==> config.mk <==
export PLATFORM = sky130hd
export DESIGN_NAME = mem_access_ctrl
export DESIGN_NICKNAME = d
export VERILOG_FILES = /design/src/rtl/mem_pkg.sv /design/src/rtl/lane_unit.sv /design/src/rtl/mem_access_ctrl.sv
export SDC_FILE = /design/constraint.sdc
export NUM_CORES = 1
export LEC_CHECK = 0
export ABC_AREA = 0
export BUFFER_PORTS_ARGS = -buffer_cell sky130_fd_sc_hd__buf_2
export CORE_ASPECT_RATIO = 1.1
export CORE_UTILIZATION = 47
export CTS_BUF_LIST = sky130_fd_sc_hd__clkbuf_4
export DETAILED_ROUTE_END_ITERATION = 8
export PLACE_DENSITY = 0.88
export SYNTH_ARGS = -nofsm -noshare
export SYNTH_HDL_FRONTEND = slang
export SYNTH_HIERARCHICAL = 1
export SYNTH_SLANG_ARGS = --single-unit
==> constraint.sdc <==
create_clock -name i_clk -period 3 [get_ports i_clk]
set_clock_uncertainty 0.15 [all_clocks]
set_input_delay 0.45 -clock i_clk [delete_from_list [all_inputs] [get_ports i_clk]]
set_output_delay 0.45 -clock i_clk [all_outputs]
set_load 0.02 [all_outputs]
==> src/rtl/mem_pkg.sv <==
// Shared encodings, sizes and state type for the memory-stage access controller.
package mem_pkg;

    // Access size encodings on i_bhw; 2'b10 decodes as a word access.
    localparam logic [1:0] BHW_BYTE     = 2'b00;
    localparam logic [1:0] BHW_HALFWORD = 2'b01;
    localparam logic [1:0] BHW_WORD     = 2'b11;

    localparam int unsigned BYTE_SZ     = 8;
    localparam int unsigned HALFWORD_SZ = 16;

    typedef enum logic [1:0] {
        StIdle,
        StLoadWait,
        StRmwMerge
    } state_e;

    // Any size with bhw[1] set is a full-word access.
    function automatic logic is_word(input logic [1:0] bhw);
        return bhw[1];
    endfunction

    function automatic logic is_misaligned(input logic [1:0] bhw, input logic [1:0] offset);
        if (is_word(bhw)) begin
            return offset != 2'b00;
        end else if (bhw == BHW_HALFWORD) begin
            return offset[0];
        end
        return 1'b0;
    endfunction

endpackage

==> src/rtl/lane_unit.sv <==
// Byte/halfword lane handling: extract-and-extend for loads, lane merge for stores.
module lane_unit
    import mem_pkg::*;
#(
    parameter int unsigned B = 32
) (
    input  logic                   merge_i,
    input  logic [B-1:0]           word_i,
    input  logic [HALFWORD_SZ-1:0] data_i,
    input  logic [1:0]             offset_i,
    input  logic [1:0]             bhw_i,
    input  logic                   unsigned_i,
    output logic [B-1:0]           result_o
);

    logic [4:0]             byte_sh;
    logic [4:0]             half_sh;
    logic [B-1:0]           byte_shifted;
    logic [B-1:0]           half_shifted;
    logic [BYTE_SZ-1:0]     byte_lane;
    logic [HALFWORD_SZ-1:0] half_lane;
    logic [B-1:0]           byte_mask;
    logic [B-1:0]           half_mask;
    logic [B-1:0]           byte_ins;
    logic [B-1:0]           half_ins;
    logic                   byte_sign;
    logic                   half_sign;

    // Lane select, sign/zero extension and lane replacement.
    always_comb begin
        byte_sh      = {offset_i, 3'b000};
        half_sh      = {offset_i[1], 4'b0000};
        byte_shifted = word_i >> byte_sh;
        half_shifted = word_i >> half_sh;
        byte_lane    = byte_shifted[BYTE_SZ-1:0];
        half_lane    = half_shifted[HALFWORD_SZ-1:0];
        byte_sign    = byte_lane[BYTE_SZ-1] & ~unsigned_i;
        half_sign    = half_lane[HALFWORD_SZ-1] & ~unsigned_i;
        byte_mask    = {{(B-BYTE_SZ){1'b0}}, {BYTE_SZ{1'b1}}} << byte_sh;
        half_mask    = {{(B-HALFWORD_SZ){1'b0}}, {HALFWORD_SZ{1'b1}}} << half_sh;
        byte_ins     = {{(B-BYTE_SZ){1'b0}}, data_i[BYTE_SZ-1:0]} << byte_sh;
        half_ins     = {{(B-HALFWORD_SZ){1'b0}}, data_i} << half_sh;
        result_o     = word_i;
        if (merge_i) begin
            case (bhw_i)
                BHW_BYTE:     result_o = (word_i & ~byte_mask) | byte_ins;
                BHW_HALFWORD: result_o = (word_i & ~half_mask) | half_ins;
                default:      result_o = word_i;
            endcase
        end else begin
            case (bhw_i)
                BHW_BYTE:     result_o = {{(B-BYTE_SZ){byte_sign}}, byte_lane};
                BHW_HALFWORD: result_o = {{(B-HALFWORD_SZ){half_sign}}, half_lane};
                default:      result_o = word_i;
            endcase
        end
    end

endmodule

==> src/rtl/mem_access_ctrl.sv <==
// Memory-stage controller: word-aligned loads/stores, sub-word stores via read-modify-write.
module mem_access_ctrl
    import mem_pkg::*;
#(
    parameter int unsigned B = 32,
    parameter int unsigned W = 5
) (
    input  logic         i_clk,
    input  logic         i_reset_n,
    input  logic         i_valid,
    input  logic         i_mem_read,
    input  logic         i_mem_write,
    input  logic [1:0]   i_bhw,
    input  logic         i_unsigned,
    input  logic [W-1:0] i_addr,
    input  logic [B-1:0] i_wdata,
    output logic         o_stall,
    output logic         o_load_valid,
    output logic [B-1:0] o_load_data,
    output logic         o_misaligned,
    output logic         o_dm_read,
    output logic         o_dm_write,
    output logic [W-1:0] o_dm_addr,
    output logic [B-1:0] o_dm_wdata,
    input  logic [B-1:0] i_dm_rdata
);

    state_e                 state_q, state_d;
    logic [1:0]             off_q;
    logic [1:0]             bhw_q;
    logic                   uns_q;
    logic [HALFWORD_SZ-1:0] wdata_q;
    logic                   capture;
    logic                   req;
    logic [W-1:0]           aligned_addr;
    logic [B-1:0]           lane_result;

    assign req          = i_valid & (i_mem_read | i_mem_write);
    assign aligned_addr = {i_addr[W-1:2], 2'b00};

    lane_unit #(
        .B (B)
    ) u_lane_unit (
        .merge_i    (state_q == StRmwMerge),
        .word_i     (i_dm_rdata),
        .data_i     (wdata_q),
        .offset_i   (off_q),
        .bhw_i      (bhw_q),
        .unsigned_i (uns_q),
        .result_o   (lane_result)
    );

    // Mealy outputs and next state; everything reads 0 while reset is held.
    always_comb begin
        state_d      = state_q;
        capture      = 1'b0;
        o_stall      = 1'b0;
        o_load_valid = 1'b0;
        o_load_data  = '0;
        o_misaligned = 1'b0;
        o_dm_read    = 1'b0;
        o_dm_write   = 1'b0;
        o_dm_addr    = '0;
        o_dm_wdata   = '0;
        if (i_reset_n) begin
            case (state_q)
                StIdle: begin
                    if (req) begin
                        if (is_misaligned(i_bhw, i_addr[1:0])) begin
                            o_misaligned = 1'b1;
                        end else if (i_mem_write && is_word(i_bhw)) begin
                            o_dm_write = 1'b1;
                            o_dm_addr  = aligned_addr;
                            o_dm_wdata = i_wdata;
                        end else begin
                            // Loads and sub-word stores both start with a read.
                            o_dm_read = 1'b1;
                            o_dm_addr = aligned_addr;
                            o_stall   = 1'b1;
                            capture   = 1'b1;
                            state_d   = i_mem_write ? StRmwMerge : StLoadWait;
                        end
                    end
                end
                StLoadWait: begin
                    o_load_valid = 1'b1;
                    o_load_data  = lane_result;
                    state_d      = StIdle;
                end
                StRmwMerge: begin
                    // EX/MEM held the request, so i_addr still names the target word.
                    o_dm_write = 1'b1;
                    o_dm_addr  = aligned_addr;
                    o_dm_wdata = lane_result;
                    state_d    = StIdle;
                end
                default: state_d = StIdle;
            endcase
        end
    end

    // State register and per-access capture of offset, size, signedness and store data.
    always_ff @(posedge i_clk) begin
        if (!i_reset_n) begin
            state_q <= StIdle;
            off_q   <= '0;
            bhw_q   <= '0;
            uns_q   <= 1'b0;
            wdata_q <= '0;
        end else begin
            state_q <= state_d;
            if (capture) begin
                off_q   <= i_addr[1:0];
                bhw_q   <= i_bhw;
                uns_q   <= i_unsigned;
                wdata_q <= i_wdata[HALFWORD_SZ-1:0];
            end
        end
    end

endmodule

Yosys cells after proc, flatten, opt, wreduce, memory -nomap -nowiden

Cells that the tools add are included.

Output and inout port bits: 74
Register bits after elaboration: 23
Input bits: 77
Word-level logic and storage cells: 76

Shift-type cells: 6
Reductions and logical operators: 6
Muxes and demuxes: 42
Bitwise gates (word level): 13
Eq/ne operators: 4

Operators by type and width:

| kind                                                                   | count |
|---|---|
| 32-bit 2-to-1 mux                                                      | 7 |
| 32-bit one-hot mux with 2 select lines                                 | 3 |
| 32-bit AND                                                             | 2 |
| 32-bit inverter                                                        | 2 |
| 32-bit OR                                                              | 2 |
| 16-bit by 5-bit << shifter with 32-bit output                          | 1 |
| 16-bit by 5-bit << shifter with 32-bit output (first input constant)   | 1 |
| 8-bit by 5-bit << shifter with 32-bit output                           | 1 |
| 8-bit by 5-bit << shifter with 32-bit output (first input constant)    | 1 |
| 32-bit by 5-bit right shift with 16-bit output                         | 1 |
| 32-bit by 5-bit right shift with 8-bit output                          | 1 |
| 1-bit 2-to-1 mux                                                       | 26 |
| 5-bit 2-to-1 mux                                                       | 3 |
| 5-bit one-hot mux with 2 select lines                                  | 1 |
| 2-bit by 1-bit equality test with 1-bit output (second input constant) | 3 |
| 2-bit logical NOT                                                      | 2 |
| 1-bit AND                                                              | 3 |
| 1-bit inverter                                                         | 3 |
| 3-bit AND reduction                                                    | 1 |
| 2-bit equality test (second input constant)                            | 1 |
| 2-bit 2-to-1 mux                                                       | 1 |
| 1-bit one-hot mux with 2 select lines                                  | 1 |
| 2-bit AND reduction                                                    | 1 |
| 2-bit nonzero test                                                     | 1 |
| other kinds (2)                                                        | 2 |

Longest topological paths before layout

Gate-level depths: netlist of run 1.

Depth in word-level cells: 14
Gate-level depth with buffers: 8

By module

Netlist of run 1, hierarchy kept.

Modules (own cells, without submodules):

| module          | cells each | area an instance (sq um) | instances | sequential area each (sq um) |
|---|---|---|---|---|
| mem_access_ctrl | 201        | 1,615.3                  | 1         | 460.4 |
| lane_unit       | 157        | 1,153.6                  | 1         | 0.0 |

Least setup slack after synthesis of run 1

No wires, ideal clock.

Path kind: flip-flop to output port
Start: register state_q[0]
End: output port o_dm_wdata[6]
Required time: 2,400 ps
Cell stages (with the launch flop): 9
Path slack: 396 ps
Path buffers: 2
Arrival time: 2,004 ps
Cell sequence: dfxtp_1 -> nand2b_1 -> inv_1 -> or2_1 -> clkbuf_1 -> clkbuf_1 -> or3_1 -> o221a_2 -> a22o_1

Longest elaborated chain between the ends: 4

Ends and longest elaborated chain:

| element                                | line                   | text |
|---|---|---|
| start: declaration                     | mem_access_ctrl.sv:28  | `state_e state_q, state_d;` |
| start signal: assignment               | mem_access_ctrl.sv:105 | `state_q <= StIdle;` |
| start signal: assignment               | mem_access_ctrl.sv:111 | `state_q <= state_d;` |
| 2-bit equality test                    | mem_access_ctrl.sv:44  | `.merge_i (state_q == StRmwMerge),` |
| 32-bit 2-to-1 mux                      | lane_unit.sv:44        | `if (merge_i) begin` |
| via lane_result[6]                     | mem_access_ctrl.sv:36  | `logic [B-1:0] lane_result;` |
| 32-bit one-hot mux with 2 select lines | mem_access_ctrl.sv:66  | `case (state_q)` |
| 32-bit 2-to-1 mux                      | mem_access_ctrl.sv:65  | `if (i_reset_n) begin` |
| end: declaration                       | mem_access_ctrl.sv:24  | `output logic [B-1:0] o_dm_wdata,` |

The timed path passes the listed nets, and every way through them passes these cells.

Worst setup path in the final report of run 1

Start: register off_q[1]
End: output port o_dm_wdata[8]

Longest elaborated chain between the ends: 8

Ends and longest elaborated chain:

| element                                                                                                       | line                             | text |
|---|---|---|
| start: declaration                                                                                            | mem_access_ctrl.sv:29            | `logic [1:0] off_q;` |
| start signal: assignment                                                                                      | mem_access_ctrl.sv:113           | `off_q <= i_addr[1:0];` |
| 16-bit by 5-bit << shifter with 32-bit output or 8-bit by 5-bit << shifter with 32-bit output (tied branches) | lane_unit.sv:40, lane_unit.sv:39 |  |
| 32-bit inverter, on equally long branches                                                                     | lane_unit.sv:47, lane_unit.sv:46 |  |
| 32-bit AND, on equally long branches                                                                          | lane_unit.sv:47, lane_unit.sv:46 |  |
| 32-bit OR, on equally long branches                                                                           | lane_unit.sv:47, lane_unit.sv:46 |  |
| 32-bit one-hot mux with 2 select lines                                                                        | lane_unit.sv:45                  | `case (bhw_i)` |
| 32-bit 2-to-1 mux *                                                                                           | lane_unit.sv:44                  |  |
| via lane_result[8]                                                                                            | mem_access_ctrl.sv:36            |  |
| 32-bit one-hot mux with 2 select lines *                                                                      | mem_access_ctrl.sv:66            |  |
| 32-bit 2-to-1 mux *                                                                                           | mem_access_ctrl.sv:65            |  |

Mark *: on every way through the listed nets, which the timed path passes. The rest lies on a longest branch.

==> results of run 1 <==
-- routing by layer --
layer | GRT usage (%) | vias to the layer above | wire [um]
met4 | 18.0 | 0 | 446
met1 | 38.8 | 1590 | 4040
met5 | 0 | - | 0
met2 | 55.5 | 255 | 4730
li1 | - | 1614 | -
met3 | 4.61 | 44 | 1010
-- final cells by class --
| type | instances | share of cell area (%) |
|---|---|---|
| Multi-Input combinational cell | 291 | 57.8 |
| Timing Repair Buffer | 172 | 25.5 |
| Sequential cell | 23 | 12.9 |
| Tap cell | 75 | 2.59 |
| Clock buffer | 3 | 0.622 |
| Inverter | 4 | 0.415 |
| Clock inverter | 1 | 0.138 |
-- where the power goes --
part / total (mW) / internal (mW) / switching [mW]
combinational: 0.445 / 0.200 / 0.245
sequential: 0.338 / 0.320 / 0.0188
clock: 0.149 / 0.0499 / 0.0991
-- critical path: cells and delay by family (launching register included) --
family	cells	cell delay, ns
AOI/OAI and AO/OA	3	0.60
DFF	1	0.49
buffers and inverters	2	0.44
muxes	1	0.41
and+or+nand+nor	1	0.08
-- registers in the layout (all words and copies together) (netlist names) --
name and cells:
bhw_q 2, uns_q 1, off_q 2, wdata_q 16, state_q 2
-- path summary, 6_finish.rpt --
| path | endpoint | slack [ns] |
|---|---|---|
| setup reg to reg | wdata_q[7] | 0.88 |
| setup / recovery | o_dm_wdata[8] | 0.06 |
| hold reg to reg | wdata_q[10] | 0.32 |
| hold / removal | state_q[0] | 0.20 |
-- through the flow --
stage               power [mW]  cell area [um2]  utilization (%)  setup TNS (ns)  hold WS [ns]
finish                   0.932             3620             65.4               0         0.197
global route             0.983             3620             65.4         -0.0373         0.185
CTS                      0.913             3580             64.6               0         0.189
detailed placement       0.765             3540             63.9               0         0.305
global placement         0.757             3540             63.9               0         0.296
floorplan                0.616             2770                -               0         0.285
-- kinds of logic after synthesis --
family          count (synthesis)
compound gates                115
buf+inv                        45
flops                          23
mux                            31
other cells                     1
simple gates                  143
-- cell usage in the layout (no fill, tap or decap), types with 3 or more instances in the layout --
cell type	n
a21oi_1	13
a221o_1	23
a22o_1	39
a22oi_1	8
a2bb2oi_1	7
and2_1	33
buf_2	148
buf_4	23
clkbuf_4	3
dfxtp_1	19
dfxtp_2	3
inv_1	3
mux2_2	7
mux2i_1	22
nand2_1	55
nand2b_1	3
nor2_1	21
nor3_1	5
o221a_2	7
o22a_1	7
or3_1	7
-- timing repair --
action	in CTS	in global routing
resized for setup	5	12
setup buffers	0	1
cloned	0	1
endpoints found under the setup margin	64	63
pin swaps	0	1
==> flow_summary_export.csv, run 1 <==
group,metric,value,unit
sta,slew_headroom,62.7,%
detailed_routing,wl_per_cell,18.0,um
placement,gp_congestion,1.04,
yosys,netlist-cell-type-count,44,
yosys,yosys_warnings,6,
cells_and_area,diodes,0,
yosys,yosys_most_used_dff,"dfxtp_1",
yosys,synth_top_family_by_area,"compound AO/OA/AOI/OAI gates",
critical_path,r2r_start,"state_q[0]",
critical_path,start_kind,"flop",
clock_network,holdBufCountCts,0,
yosys,async_reset_ff_share,0,%
sta,tightest_slew,0.560,ns
cells_and_area,final-seq-area,468,um2
critical_path,cp_cell_sequence,"buf_4 -> mux2_2 -> nand2_1 -> a21oi_1 -> a221o_1 -> a22o_1 -> buf_2",
die,dieArea,6200,um2
yosys,synth_mux_area_share,12.2,%
sta,finalHoldViolations,0,
detailed_routing,drcViolationCount,0,
detailed_routing,final_antenna_net_count,0,
power,vdd_drop_max,0.151,mV
die,io_pins,151,
yosys,syn_area,2770,um2
min_path,holdCritPathClass,"input pin to flop",
detailed_routing,avgViaCountPerCell,6.16,
yosys,synth_area_leaders,"dfxtp_1 (17%), a22o_1 (12%), a221o_1 (8.3%)",
die,die_y,82.5,um
critical_path,crit_start,"off_q[1]",
yosys,synth-xor-area-share,0,%
global_routing,antenna_found_initial,0,
sta,rsz0062_at_grt,"yes",
clock_network,cts_tree,"built",
power,p_per_area,257,nW/um2
min_path,min_from,"i_mem_write",
cells_and_area,num-fill-cells,487,
sta,post-route-min-period,2.94,ns
cells_and_area,syn2layout_area_growth,30.8,%
yosys,syn_inst,358,
clock_network,numCtsBuffers,3,
clock_network,insertion_delay,0.32,ns
critical_path,reg2regPathDepth,5,
sta,setup_ws,0.0636,ns
clock_network,clk_pin_slew,0.14,ns
detailed_routing,vias,3503,
run_status,status,"completed",
global_routing,grt_pass1_vias,3127,
min_path,worstHoldPathCells,2,
die,core-area,5540,um2
yosys,synth_top_area_share,16.6,%
clock_network,htreeDepth,1,
yosys,synthAdderAreaFrac,0,%
yosys,yosysMostFrequentCell,"nand2_1",
placement,post-dp-hpwl,8010,um
critical_path,slowest_delay,0.49,ns
global_routing,overflow,0,
cells_and_area,drive_gt1_share,42.7,%
clock_network,clk_path_buf_depth,2,
sta,slew_viol_final,0,
yosys,synth_enable_flop_cells,0,
power,leakagePower,1.83,nW
yosys,seq_area_frac_synth,16.6,%
cells_and_area,multi_input_area,2090,um2
sta,max_freq,0.341,GHz
critical_path,worstSetupEndpointType,"output pin",
sta,finalCritPeriodShare,97.9,%
placement,dp_slack,0.245,ns
global_routing,grt_max_degree,43,
yosys,synth_top_area_cell,"dfxtp_1",
yosys,synthTopCellsByCount,"nand2_1 (57), a22o_1 (39), and2_1 (33)",
die,std_cell_rows,28,
yosys,synthSimpleGateAreaFrac,25.7,%
sta,finalSetupViolCount,0,
critical_path,critPathKind,"flop to output pin",
placement,place_inst,563,
global_routing,grt_pass1_wl,15000,um
clock_network,cts.sinks,23,
yosys,syn_avg_cell_area,7.73,um2
detailed_routing,dr.first_iter.drc_count,313,
clock_network,cts-root-buf,"clkbuf_4",
die,start_util,50.0,%
yosys,synth-seq-cells,23,
detailed_routing,wl,10200,um
critical_path,cp_max_fo,19,
critical_path,critPathArrivalTime,2.34,ns
placement,io_buffers,148,
cells_and_area,fin_cells,569,
detailed_routing,first_pass_iters,5,
global_routing,grt.total_usage,32.4,%
yosys,synth-compound-area-share,36.2,%
critical_path,slowest_stage,"dfxtp_2",
critical_path,required,2.40,ns
cells_and_area,nNetsFinal,572,
flow_run,maxCapViolCount,0,
die,die_w,75.2,um
Note: power is estimated with default switching activity, not from simulation.
==> run 2: changes to the inputs <==
--- a/config.mk
+++ b/config.mk
@@ -8,6 +8,7 @@
 export ABC_AREA = 0
 export BUFFER_PORTS_ARGS = -buffer_cell sky130_fd_sc_hd__buf_2
 export CORE_ASPECT_RATIO = 1.1
+export CORE_MARGIN = 5
 export CORE_UTILIZATION = 47
 export CTS_BUF_LIST = sky130_fd_sc_hd__clkbuf_4
 export DETAILED_ROUTE_END_ITERATION = 8
==> flow_summary_export.csv, run 2 (synthesis gave the netlist of run 1 again) <==
group,metric,value,unit
clock_network,insertion_delay,0.32,ns
placement,dp_slack,0.161,ns
global_routing,antenna_found_initial,0,
global_routing,grt_pass1_wl,16000,um
clock_network,cts-root-buf,"clkbuf_4",
cells_and_area,multi_input_area,2090,um2
detailed_routing,wl_per_cell,18.1,um
cells_and_area,drive_gt1_share,42.0,%
min_path,holdCritPathClass,"input pin to flop",
detailed_routing,drcViolationCount,0,
global_routing,grt_max_degree,44,
sta,max_freq,0.345,GHz
cells_and_area,syn2layout_area_growth,29.6,%
critical_path,cp_max_fo,9,
flow_run,maxCapViolCount,0,
die,io_pins,151,
critical_path,worstSetupPathDepth,6,
clock_network,cts_tree,"built",
sta,setup_ws,0.103,ns
sta,tightest_slew,0.671,ns
cells_and_area,final-seq-area,469,um2
critical_path,cp_num_buf_inv,1,
clock_network,cts.sinks,23,
critical_path,worstSetupEndpointType,"output pin",
die,die_w,83.2,um
cells_and_area,final_common_cell,"buf_2",
clock_network,htreeDepth,1,
detailed_routing,vias,3422,
cells_and_area,fin_area,3590,um2
critical_path,reg2regPathDepth,4,
sta,finalHoldViolations,0,
run_status,status,"completed",
detailed_routing,final_antenna_net_count,0,
power,leakagePower,1.80,nW
sta,final.setup.tns,0,ns
sta,finalCritPeriodShare,96.6,%
die,dieArea,7530,um2
cells_and_area,diodes,0,
cells_and_area,nNetsFinal,566,
detailed_routing,first_pass_iters,6,
detailed_routing,wl,10200,um
sta,slew_headroom,55.1,%
sta,slew_viol_final,0,
min_path,worstHoldPathCells,2,
placement,io_buffers,148,
critical_path,cp_cell_sequence,"mux4_2 -> nand2_2 -> a21oi_1 -> a221o_1 -> a22o_1 -> buf_2",
clock_network,clk_path_buf_depth,2,
detailed_routing,avgViaCountPerCell,6.06,
global_routing,grt.total_usage,25.6,%
critical_path,slowest_delay,0.53,ns
critical_path,start_kind,"flop",
detailed_routing,dr.first_iter.drc_count,253,
placement,placed_cell_area,3500,um2
clock_network,holdBufCountCts,0,
critical_path,critPathArrivalTime,2.30,ns
sta,finalSetupViolCount,0,
cells_and_area,num-fill-cells,520,
die,start_util,48.3,%
power,p_per_area,258,nW/um2
placement,gp_congestion,0.977,
cells_and_area,mostFrequentLayoutCells,"buf_2 (148), nand2_1 (56), a22o_1 (39)",
clock_network,numCtsBuffers,3,
sta,post-route-min-period,2.90,ns
die,die_y,90.5,um
power,vdd_drop_max,0.311,mV
placement,post-dp-hpwl,8110,um
die,std_cell_rows,29,
sta,rsz0062_at_grt,"no",
critical_path,slowest_stage,"mux4_2",
global_routing,grt_pass1_vias,3174,
clock_network,cts_setup_buffers,0,
cells_and_area,top_register,"wdata_q",
global_routing,overflow,0,
critical_path,critPathKind,"flop to output pin",
cells_and_area,largest_reg_flops,16,
critical_path,cp_top_family,"compound AO/OA/AOI/OAI gates",
critical_path,required,2.40,ns
clock_network,clk_pin_slew,0.14,ns
die,core-area,5730,um2
[run 2: worst paths after layout]
kind,start,to,slack [ns]
max,off_q[1],o_dm_wdata[11],0.10
min,i_mem_write,state_q[0],0.18
max reg2reg,state_q[1],wdata_q[11],1.31
min reg2reg,wdata_q[9],wdata_q[9],0.32
[run 2: worst reg2reg max path: stages, from the launching register on]
cell     delay [ns]
dfxtp_2        0.38
nor3b_4        0.30
o211a_1        0.20
buf_4          0.33
mux2i_1        0.26
[run 2: where the power goes]
part | internal [mW] | switching, mW
logic | 0.196 | 0.235
clock network | 0.0511 | 0.105
registers | 0.319 | 0.0193
[run 2: timing repair]
action | CTS | global route
gates cloned | 0 | 1
pin swaps | 0 | 1
gates resized for setup | 9 | 11
setup endpoints to repair | 64 | 51
[run 2: metrics by stage]
stage | instances | power [mW] | util [%] | hold WS, ns
floorplan | 359 | 0.616 | - | 0.285
global placement | 560 | 0.748 | 61.1 | 0.298
detailed placement | 560 | 0.756 | 61.1 | 0.300
CTS | 564 | 0.913 | 61.9 | 0.178
global route | 565 | 0.974 | 62.6 | 0.179
finish | 565 | 0.925 | 62.6 | 0.183
[run 2: per-layer routing]
metal	vias to the layer above	global-route usage (%)	part of all wire, %
met5	-	0	0
li1	1598	-	-
met4	0	7.90	2.1
met1	1602	32.0	39
met3	18	4.11	10
met2	204	44.7	49
[run 2: cell type report]
cell class,instances,area share (%)
sequential,23,13.1
clock inverter,1,0.209
clock buffer,3,0.627
multi-input combinational,291,58.3
timing repair buffer,166,24.6
inverter,4,0.488
tap,77,2.68
